## src/rtl/sev_seg_pkg.sv

```systemverilog
`default_nettype none
// ============================================================================
//  Module   : sev_seg_pkg
//  Purpose  : Shared types, constants and helpers for the multiplexed
//             seven-segment scan driver.
//  Revision : 1.0 - initial release
// ============================================================================
package sev_seg_pkg;

    // One segment pattern: bit0=a .. bit6=g, bit7=dp, all active-low
    typedef logic [7:0] seg_t;

    // All segments dark
    localparam seg_t SEG_OFF = 8'hFF;

    // Hex digit to active-low segment pattern; entry n occupies bits [8n+7:8n].
    // The dp bit (bit7) is 1 (off) in every entry and is overridden by the decoder.
    localparam logic [127:0] HEX_SEG_TABLE = {
        8'h8E, 8'h86, 8'hA1, 8'hC6,   // F E D C
        8'h83, 8'h88, 8'h90, 8'h80,   // B A 9 8
        8'hF8, 8'h82, 8'h92, 8'h99,   // 7 6 5 4
        8'hB0, 8'hA4, 8'hF9, 8'hC0    // 3 2 1 0
    };

    // Ceiling log2, never less than 1 so it can size a counter directly
    function automatic int clog2(input int value);
        int r;
        r = 1;
        for (int i = 1; i < 31; i++) begin
            if ((1 << i) < value) r = i + 1;
        end
        return r;
    endfunction

endpackage
`default_nettype wire

```

## src/rtl/hex_to_sev_seg.sv

```systemverilog
`default_nettype none
// ============================================================================
//  Module   : hex_to_sev_seg
//  Purpose  : Combinational nibble + decimal point to active-low segment
//             pattern decoder.
//  Revision : 1.0 - initial release
// ============================================================================
module hex_to_sev_seg
    import sev_seg_pkg::*;
(
    input  logic [3:0] i_nibble,
    input  logic       i_dp,
    output seg_t       o_seg
);

    // Table lookup for a..g, then place the active-low decimal point
    always_comb begin
        o_seg    = HEX_SEG_TABLE[{i_nibble, 3'b000} +: 8];
        o_seg[7] = ~i_dp;
    end

endmodule
`default_nettype wire

```

## src/rtl/sev_seg_scan_n.sv

```systemverilog
`default_nettype none
// ============================================================================
//  Module   : sev_seg_scan_n
//  Purpose  : Parametrised multiplexed seven-segment scanner with per-digit
//             enable, decimal points, leading-zero blanking and frame-
//             synchronous double-buffered input data.
//  Revision : 1.0 - initial release
// ============================================================================
module sev_seg_scan_n
    import sev_seg_pkg::*;
#(
    parameter int NUM_DIGITS   = 8,
    parameter int CLK_DIV      = 4,
    parameter int BLANK_CYCLES = 1
) (
    input  logic                    clk_main,
    input  logic                    reset,
    input  logic [4*NUM_DIGITS-1:0] digit_data,
    input  logic [NUM_DIGITS-1:0]   digit_en,
    input  logic [NUM_DIGITS-1:0]   dp_in,
    input  logic                    lzb,
    input  logic                    load,
    output logic [7:0]              sev_seg_leds,
    output logic [NUM_DIGITS-1:0]   led_an_n,
    output logic                    frame_done
);

    localparam int                  c_IDX_W    = clog2(NUM_DIGITS);
    localparam int                  c_PCNT_W   = clog2(CLK_DIV);
    localparam logic [c_IDX_W-1:0]  c_IDX_MAX  = c_IDX_W'(NUM_DIGITS - 1);
    localparam logic [c_PCNT_W-1:0] c_PCNT_MAX = c_PCNT_W'(CLK_DIV - 1);
    // One bit wider so CLK_DIV itself fits when there are no blank cycles
    localparam logic [c_PCNT_W:0]   c_LIT_END  = (c_PCNT_W + 1)'(CLK_DIV - BLANK_CYCLES);

    // Scan state
    logic [c_PCNT_W-1:0]     r_pcnt_q, w_pcnt_d;
    logic [c_IDX_W-1:0]      r_idx_q,  w_idx_d;

    // Pending (written by load) and display (updated at frame boundary) buffers
    logic [4*NUM_DIGITS-1:0] r_pend_data_q, w_pend_data_d;
    logic [NUM_DIGITS-1:0]   r_pend_en_q,   w_pend_en_d;
    logic [NUM_DIGITS-1:0]   r_pend_dp_q,   w_pend_dp_d;
    logic                    r_pend_lzb_q,  w_pend_lzb_d;
    logic [4*NUM_DIGITS-1:0] r_disp_data_q, w_disp_data_d;
    logic [NUM_DIGITS-1:0]   r_disp_en_q,   w_disp_en_d;
    logic [NUM_DIGITS-1:0]   r_disp_dp_q,   w_disp_dp_d;
    logic                    r_disp_lzb_q,  w_disp_lzb_d;

    // Output registers
    seg_t                    r_seg_q, w_seg_d;
    logic [NUM_DIGITS-1:0]   r_an_q,  w_an_d;
    logic                    r_frame_done_q, w_frame_done_d;

    // Combinational helpers
    logic                    w_pcnt_wrap;
    logic                    w_boundary;
    logic                    w_on_window;
    logic [NUM_DIGITS-1:0]   w_blank;
    logic                    w_zero_run;
    logic [3:0]              w_cur_nib;
    logic                    w_cur_dp;
    logic                    w_cur_lit;
    seg_t                    w_dec_seg;

    assign sev_seg_leds = r_seg_q;
    assign led_an_n     = r_an_q;
    assign frame_done   = r_frame_done_q;

    // Leading-zero blanking: walk from the top digit down; enabled non-zero digits end the run
    always_comb begin
        w_zero_run = 1'b1;
        w_blank    = '0;
        for (int i = NUM_DIGITS - 1; i >= 1; i--) begin
            w_blank[i] = r_disp_lzb_q & w_zero_run & (r_disp_data_q[4*i +: 4] == 4'h0);
            if (r_disp_en_q[i] && (r_disp_data_q[4*i +: 4] != 4'h0)) w_zero_run = 1'b0;
        end
    end

    // Select the nibble, dp and lit status of the digit in the current slot
    always_comb begin
        w_cur_nib = 4'h0;
        w_cur_dp  = 1'b0;
        w_cur_lit = 1'b0;
        for (int i = 0; i < NUM_DIGITS; i++) begin
            if (r_idx_q == c_IDX_W'(i)) begin
                w_cur_nib = r_disp_data_q[4*i +: 4];
                w_cur_dp  = r_disp_dp_q[i];
                w_cur_lit = r_disp_en_q[i] & ~w_blank[i];
            end
        end
    end

    hex_to_sev_seg u_dec (
        .i_nibble (w_cur_nib),
        .i_dp     (w_cur_dp),
        .o_seg    (w_dec_seg)
    );

    // Next-state: prescaler, digit index, buffers and registered outputs
    always_comb begin
        w_pcnt_wrap = (r_pcnt_q == c_PCNT_MAX);
        w_boundary  = w_pcnt_wrap && (r_idx_q == c_IDX_MAX);
        w_on_window = w_cur_lit && ({1'b0, r_pcnt_q} < c_LIT_END);

        w_pcnt_d = w_pcnt_wrap ? '0 : r_pcnt_q + c_PCNT_W'(1);
        w_idx_d  = r_idx_q;
        if (w_pcnt_wrap) w_idx_d = (r_idx_q == c_IDX_MAX) ? '0 : r_idx_q + c_IDX_W'(1);

        w_pend_data_d = r_pend_data_q;
        w_pend_en_d   = r_pend_en_q;
        w_pend_dp_d   = r_pend_dp_q;
        w_pend_lzb_d  = r_pend_lzb_q;
        if (load) begin
            w_pend_data_d = digit_data;
            w_pend_en_d   = digit_en;
            w_pend_dp_d   = dp_in;
            w_pend_lzb_d  = lzb;
        end

        // Display always takes the pre-edge pending value, so a load on the
        // boundary cycle is shown one frame later
        w_disp_data_d = r_disp_data_q;
        w_disp_en_d   = r_disp_en_q;
        w_disp_dp_d   = r_disp_dp_q;
        w_disp_lzb_d  = r_disp_lzb_q;
        if (w_boundary) begin
            w_disp_data_d = r_pend_data_q;
            w_disp_en_d   = r_pend_en_q;
            w_disp_dp_d   = r_pend_dp_q;
            w_disp_lzb_d  = r_pend_lzb_q;
        end

        w_an_d = '1;
        for (int i = 0; i < NUM_DIGITS; i++) begin
            if (r_idx_q == c_IDX_W'(i)) w_an_d[i] = ~w_on_window;
        end
        w_seg_d        = w_on_window ? w_dec_seg : SEG_OFF;
        w_frame_done_d = w_boundary;
    end

    // State and output registers with synchronous reset
    always_ff @(posedge clk_main) begin
        if (reset) begin
            r_pcnt_q       <= '0;
            r_idx_q        <= '0;
            r_pend_data_q  <= '0;
            r_pend_en_q    <= '0;
            r_pend_dp_q    <= '0;
            r_pend_lzb_q   <= 1'b0;
            r_disp_data_q  <= '0;
            r_disp_en_q    <= '0;
            r_disp_dp_q    <= '0;
            r_disp_lzb_q   <= 1'b0;
            r_seg_q        <= SEG_OFF;
            r_an_q         <= '1;
            r_frame_done_q <= 1'b0;
        end else begin
            r_pcnt_q       <= w_pcnt_d;
            r_idx_q        <= w_idx_d;
            r_pend_data_q  <= w_pend_data_d;
            r_pend_en_q    <= w_pend_en_d;
            r_pend_dp_q    <= w_pend_dp_d;
            r_pend_lzb_q   <= w_pend_lzb_d;
            r_disp_data_q  <= w_disp_data_d;
            r_disp_en_q    <= w_disp_en_d;
            r_disp_dp_q    <= w_disp_dp_d;
            r_disp_lzb_q   <= w_disp_lzb_d;
            r_seg_q        <= w_seg_d;
            r_an_q         <= w_an_d;
            r_frame_done_q <= w_frame_done_d;
        end
    end

endmodule
`default_nettype wire

```

## config.mk

```make
export PLATFORM = sky130hd
export DESIGN_NAME = sev_seg_scan_n
export DESIGN_NICKNAME = d
export VERILOG_FILES = /design/src/rtl/sev_seg_pkg.sv /design/src/rtl/hex_to_sev_seg.sv /design/src/rtl/sev_seg_scan_n.sv
export SDC_FILE = /design/constraint.sdc
export NUM_CORES = 1
export LEC_CHECK = 0
export ABC_AREA = 1
export ABC_CLOCK_PERIOD_IN_PS = 5300
export CAP_MARGIN = 10
export CORE_UTILIZATION = 35
export DETAILED_ROUTE_END_ITERATION = 10
export PLACE_DENSITY_LB_ADDON = 0.25
export SYNTH_ARGS = -nofsm -noshare
export SYNTH_HDL_FRONTEND = slang
export SYNTH_SLANG_ARGS = --single-unit
```

## constraint.sdc

```tcl
create_clock -name clk_main -period 5.3 [get_ports clk_main]
set_input_delay 1.06 -clock clk_main [delete_from_list [all_inputs] [get_ports clk_main]]
set_output_delay 1.06 -clock clk_main [all_outputs]
set_load 0.005 [all_outputs]
```

# Word-level counts from Yosys, hierarchy flattened
# Cells that the tools add are included.
# W data, S select, Z words.
[word_totals]
register_bits = 120
word_cells = 132
[op_classes]
n_mux = 31
n_eq_ne = 8
shifts = 1
reduce_logical = 32
n_bitwise = 37
addsub = 2
n_lt_le_gt_ge = 1
[ops]
columns = ["op", "n"]
rows = [
  ["$shiftx A128 B8 Y7 const A", 1],
  ["$mux W4", 8],
  ["$logic_not A4 Y1", 7],
  ["$reduce_bool A4 Y1", 6],
  ["$mux W1", 22],
  ["$and A1 B1 Y1", 20],
  ["$reduce_or A2 Y1", 10],
  ["$not A1 Y1", 17],
  ["$eq A3 B3 Y1 const B", 4],
  ["$logic_and A1 B1 Y1", 8],
  ["$eq A3 B2 Y1 const B", 2],
  ["$add A3 B1 Y3 const B", 1],
  ["$eq A3 B1 Y1 const B", 1],
  ["$logic_not A3 Y1", 1],
  ["$mux W3", 1],
  ["$add A2 B1 Y2 const B", 1],
  ["$eq A2 B2 Y1 const B", 1],
  ["$lt A2 B2 Y1 const B", 1],
]

# Logic depth before layout (Yosys ltp)
[logic_depth]
ltp_word = 22
mapped_depth = 19

# By module
# Synthesis repeated with hierarchy kept, for this count alone.
[hier_totals]
cells_unflattened = 691
hier_area_um2 = 4971.0
[by_module_without_submodules]
columns = ["mod", "area_each_um2", "instances", "cells_each"]
rows = [
  ["sev_seg_scan_n", 4687.0, 1, 638],
  ["hex_to_sev_seg", 284.0, 1, 53],
]

# Least setup slack after synthesis
# Ideal clock, no wire load.
[synth_path]
path_type = "register to register"
from = "register r_idx_q[2]"
to = "register r_seg_q[0] (netlist: sev_seg_leds[0])"
stages_incl_launch_ff = 17
arrival_ns = 2.084
path_slack_ns = 3.092
setup_time_ns = 0.124
period_less_slack_ns = 2.208
path_cell_list = "dfxtp_1 > inv_2 > ha_1 > inv_1 > buf_2 > o21ai_0 > inv_1 > nand2_1 > nand2_1 > nand2_1 > a21boi_2 > inv_1 > ha_1 > nand3_1 > nand2_1 > nand2_1 > nand3_1"
[synth_via]
elab_chain_len = 12
[synth_lines]
columns = ["element", "line", "text"]
rows = [
  ["start, declared", "sev_seg_scan_n.sv:37", "logic [c_IDX_W-1:0] r_idx_q, w_idx_d;"],
  ["start signal, assigned", "sev_seg_scan_n.sv:159", "r_idx_q <= w_idx_d;"],
  ["branches (longest 12 deep; another with $shiftx A128 B8 Y7)", "-", ""],
  ["end signal, assigned", "sev_seg_scan_n.sv:168", "r_seg_q <= w_seg_d;"],
  ["end, declared", "sev_seg_scan_n.sv:50", "seg_t r_seg_q, w_seg_d;"],
]
# Several ways; the timed one is not identified.
# A chain may end at the register's enable or synchronous reset.

# Worst setup path after layout
# Ends and elaborated chain as after synthesis.

==> impl_summary.md <==
Worst setup path
The kind of start point of the critical path is a flop. The cell that appears most often on the critical path is sky130_fd_sc_hd__nand2_1. The data arrival at the endpoint of the critical path is 2.94 ns.

The critical path is of the reg2reg type. The delay of the slowest cell on the worst path is 0.50 ns. Traced cell by cell, the critical path runs through inv_2 > ha_1 > inv_1 > o21ai_0 > inv_1 > nand2_1 > nand2_1 > nand2_1 > a21boi_2 > inv_1 > ha_1 > nand3_1 > nand2_1 > nand2_1 > nand3_1. The required time of the worst setup path is 5.58 ns.

The endpoint type of the worst setup path is a flop. The cell with the largest stage delay on the worst path is sky130_fd_sc_hd__dfxtp_1. In this run the worst path has a maximum fanout of 11.

Die
The die outline area is 14800 sq um. The floorplan has 43 rows. The die is 122 microns wide. 69 I/O pins were placed. The core region is 13900 sq um.

The height of the chip is 122 microns. The effective utilization at floorplan is 0.361.

Placed design
The HPWL reported at the end of detailed placement is 7870 microns. The weighted congestion at the end of routability-driven global placement is 0.904. Port buffering added 68 buffers.

CTS
TritonCTS built the clock tree. The H-tree level count is 4. The number of CTS-inserted buffers is 17. Buffers inserted to repair hold after CTS numbered 0.

In this run the post-CTS setup repair buffer count came out at 0. Clock tree synthesis selected as its root buffer the cell sky130_fd_sc_hd__clkbuf_16. The number of clock sinks is 120. The maximum buffer depth of the clock tree is 2. The clock-pin slew on the worst setup and hold paths is 0.06 ns.

Gates resized during post-CTS repair numbered 0. The clock latency at the later pin of the worst-skew pair is 0.41 ns.

Global route
The global-route wire length before repair is 18900 microns. The total overflow left after global routing is 0. The initial antenna violation count is 0. The via count of the first global-routing pass is 4043. Entering global routing, the biggest net connects 100 pins. The total routing resource utilization after global routing is 0.162.

Layout
Leaving out fill and tap cells, the most frequent cell in the layout is sky130_fd_sc_hd__nor2_1. The top cell types in the final layout, fill and taps aside, are sky130_fd_sc_hd__nor2_1, sky130_fd_sc_hd__dfxtp_1, sky130_fd_sc_hd__o21ai_0. Of the cells placed in the final design, the portion with a size suffix greater than 1 is 0.0708. The antenna diode count is 0. The final layout contains 815 nets. Counting the fill cells in the layout gives 1364. The layout overhead on the synthesized area is 28.8%. The area occupied by multi-input gates is 2250 sq um.

Summing all flip-flop and latch instances after layout gives 2400 sq um.

Route
The via count is 4444. For this run, design rule violations remaining after detail routing come to 0. The pre-antenna-repair detailed-routing pass consisted of 8 iterations.

For this block, the routed nets add up to 11400 microns of wire. The violation count after the first detailed-routing iteration is 330. After detailed routing, the average wire length per cell comes to 12.1 microns. The number of vias per cell after detailed routing is 4.71. The remaining antenna violation count after routing is 0.

Timing
Headroom to the max-slew limit came out at 0.496. The count of final max-slew check failures is 0. In the final timing run, aggregate negative setup slack is 0 ns. The fraction of the cycle the final worst path needs is 0.504. The worst-margin pin slew is 0.755 ns.

The routed design could run at a clock period as short as 2.67 ns. The number of hold violations in the final report is 0. Setup violations remaining at the end of the flow were counted as 0. The post-route worst hold slack is 0.419 ns. Setup repair after global routing left no endpoint under its margin.

On the final layout, the worst clock skew is 0.00622 ns. The peak clock frequency supported by timing is 0.375 GHz.

Flow run
The count of maximum capacitance violations is 0.

Yosys
The synthesis-stage register bit count is 120. The netlist area before placement is 5030 sq um. The post-synthesis area per instance is 7.23 sq um.

For this run, the number of Yosys warnings is 0. When the netlist entered floorplanning its net count stood at 760. Counting every instance in the synthesized netlist gives 695.

The sequential element share of the synthesized area is 0.478. The synthesized netlist contains 27 unique library cells.

Power and ir drop
The maximum resistive drop on vdd is 212 uV. The static leakage power is 2.72 nW. In this run the power density over the cells is 365 nW/um^2.

Hold path
The tightest min-delay check is of the reg2reg type.

Run status
The run finished with clean final reports.
## flip-flops by register name (all words and copies together) (netlist names)
register	count
r_pend_lzb_q	1
r_pend_en_q	8
r_disp_en_q	8
led_an_n	8
r_disp_data_q	32
frame_done	1
r_disp_dp_q	8
r_pcnt_q	2
sev_seg_leds	8
r_pend_dp_q	8
r_idx_q	3
r_pend_data_q	32
r_disp_lzb_q	1
## synth_stat cells (all sizes together)
master  count  share of area
dfxtp     120           0.48
a31oi       3         0.0037
o211ai      3         0.0045
nand4       1         0.0012
inv        59          0.044
a21boi      1         0.0022
a21oi      35          0.038
buf         5         0.0080
o21ai     107           0.11
nand2     102          0.084
clkbuf     31          0.023
ha         13          0.032
nand3      39          0.041
a211oi      1         0.0015
o41ai       1         0.0017
nor2      174           0.13
## through the flow
step | worst slack, ns | total power, W | instances | cell area (sq um) | utilization
3_5_place_dp | 2.25 | 0.00113 | 910 | 5800 | 0.416
4_1_cts | 2.62 | 0.00238 | 942 | 6450 | 0.463
3_3_place_gp | 2.33 | 0.00113 | 910 | 5800 | 0.416
6_report | 2.63 | 0.00237 | 943 | 6470 | 0.465
2_1_floorplan | 3.09 | 0.00106 | 695 | 5030 | -
5_1_grt | 2.38 | 0.00245 | 943 | 6470 | 0.465
## layer usage
metal / GRT usage / wire, microns
met1: 0.227 / 5880
met5: 0 / 0
met4: 0.0756 / 199
met3: 0.0332 / 460
met2: 0.235 / 4850
## final timing paths
| path | start | to | slack (ns) | cells after the start |
|---|---|---|---|---|
| setup / recovery | r_idx_q[2]$_SDFFE_PP0P_ | sev_seg_leds[0]$_SDFF_PP1_ | 2.63 | 15 |
| hold / removal | r_pcnt_q[0]$_SDFF_PP0_ | r_pcnt_q[0]$_SDFF_PP0_ | 0.42 | 1 |
| setup reg to reg | r_idx_q[2]$_SDFFE_PP0P_ | sev_seg_leds[0]$_SDFF_PP1_ | 2.63 | 15 |
| hold reg to reg | r_pcnt_q[0]$_SDFF_PP0_ | r_pcnt_q[0]$_SDFF_PP0_ | 0.42 | 1 |
## power breakdown
group | switching (W) | internal, W
clock network | 0.000413 | 0.000835
registers | 0.0000157 | 0.000934
logic | 0.0000902 | 0.0000765
## worst max-delay path, delay by kind of cell, from the launching register on
family / cells / cell delay, ns
buf+inv: 4 / 0.59
fa+ha+maj: 2 / 0.55
compound gates: 2 / 0.42
simple gates: 7 / 0.47
flops: 1 / 0.50
## cell families after synthesis
| family | synth area share |
|---|---|
| DFF | 0.478 |
| AOI/OAI and AO/OA | 0.158 |
| buffers and inverters | 0.0752 |
| and+or+nand+nor | 0.257 |
| adders and majority gates | 0.0324 |
## cell type report
| type | instances | share of cell area |
|---|---|---|
| sequential | 120 | 0.371 |
| multi-input combinational | 480 | 0.348 |
| timing repair buffer | 72 | 0.112 |
| clock buffer | 17 | 0.0657 |
| clock inverter | 15 | 0.0350 |
| tap | 180 | 0.0348 |
| inverter | 59 | 0.0342 |
(Power assumes the default switching activity.)
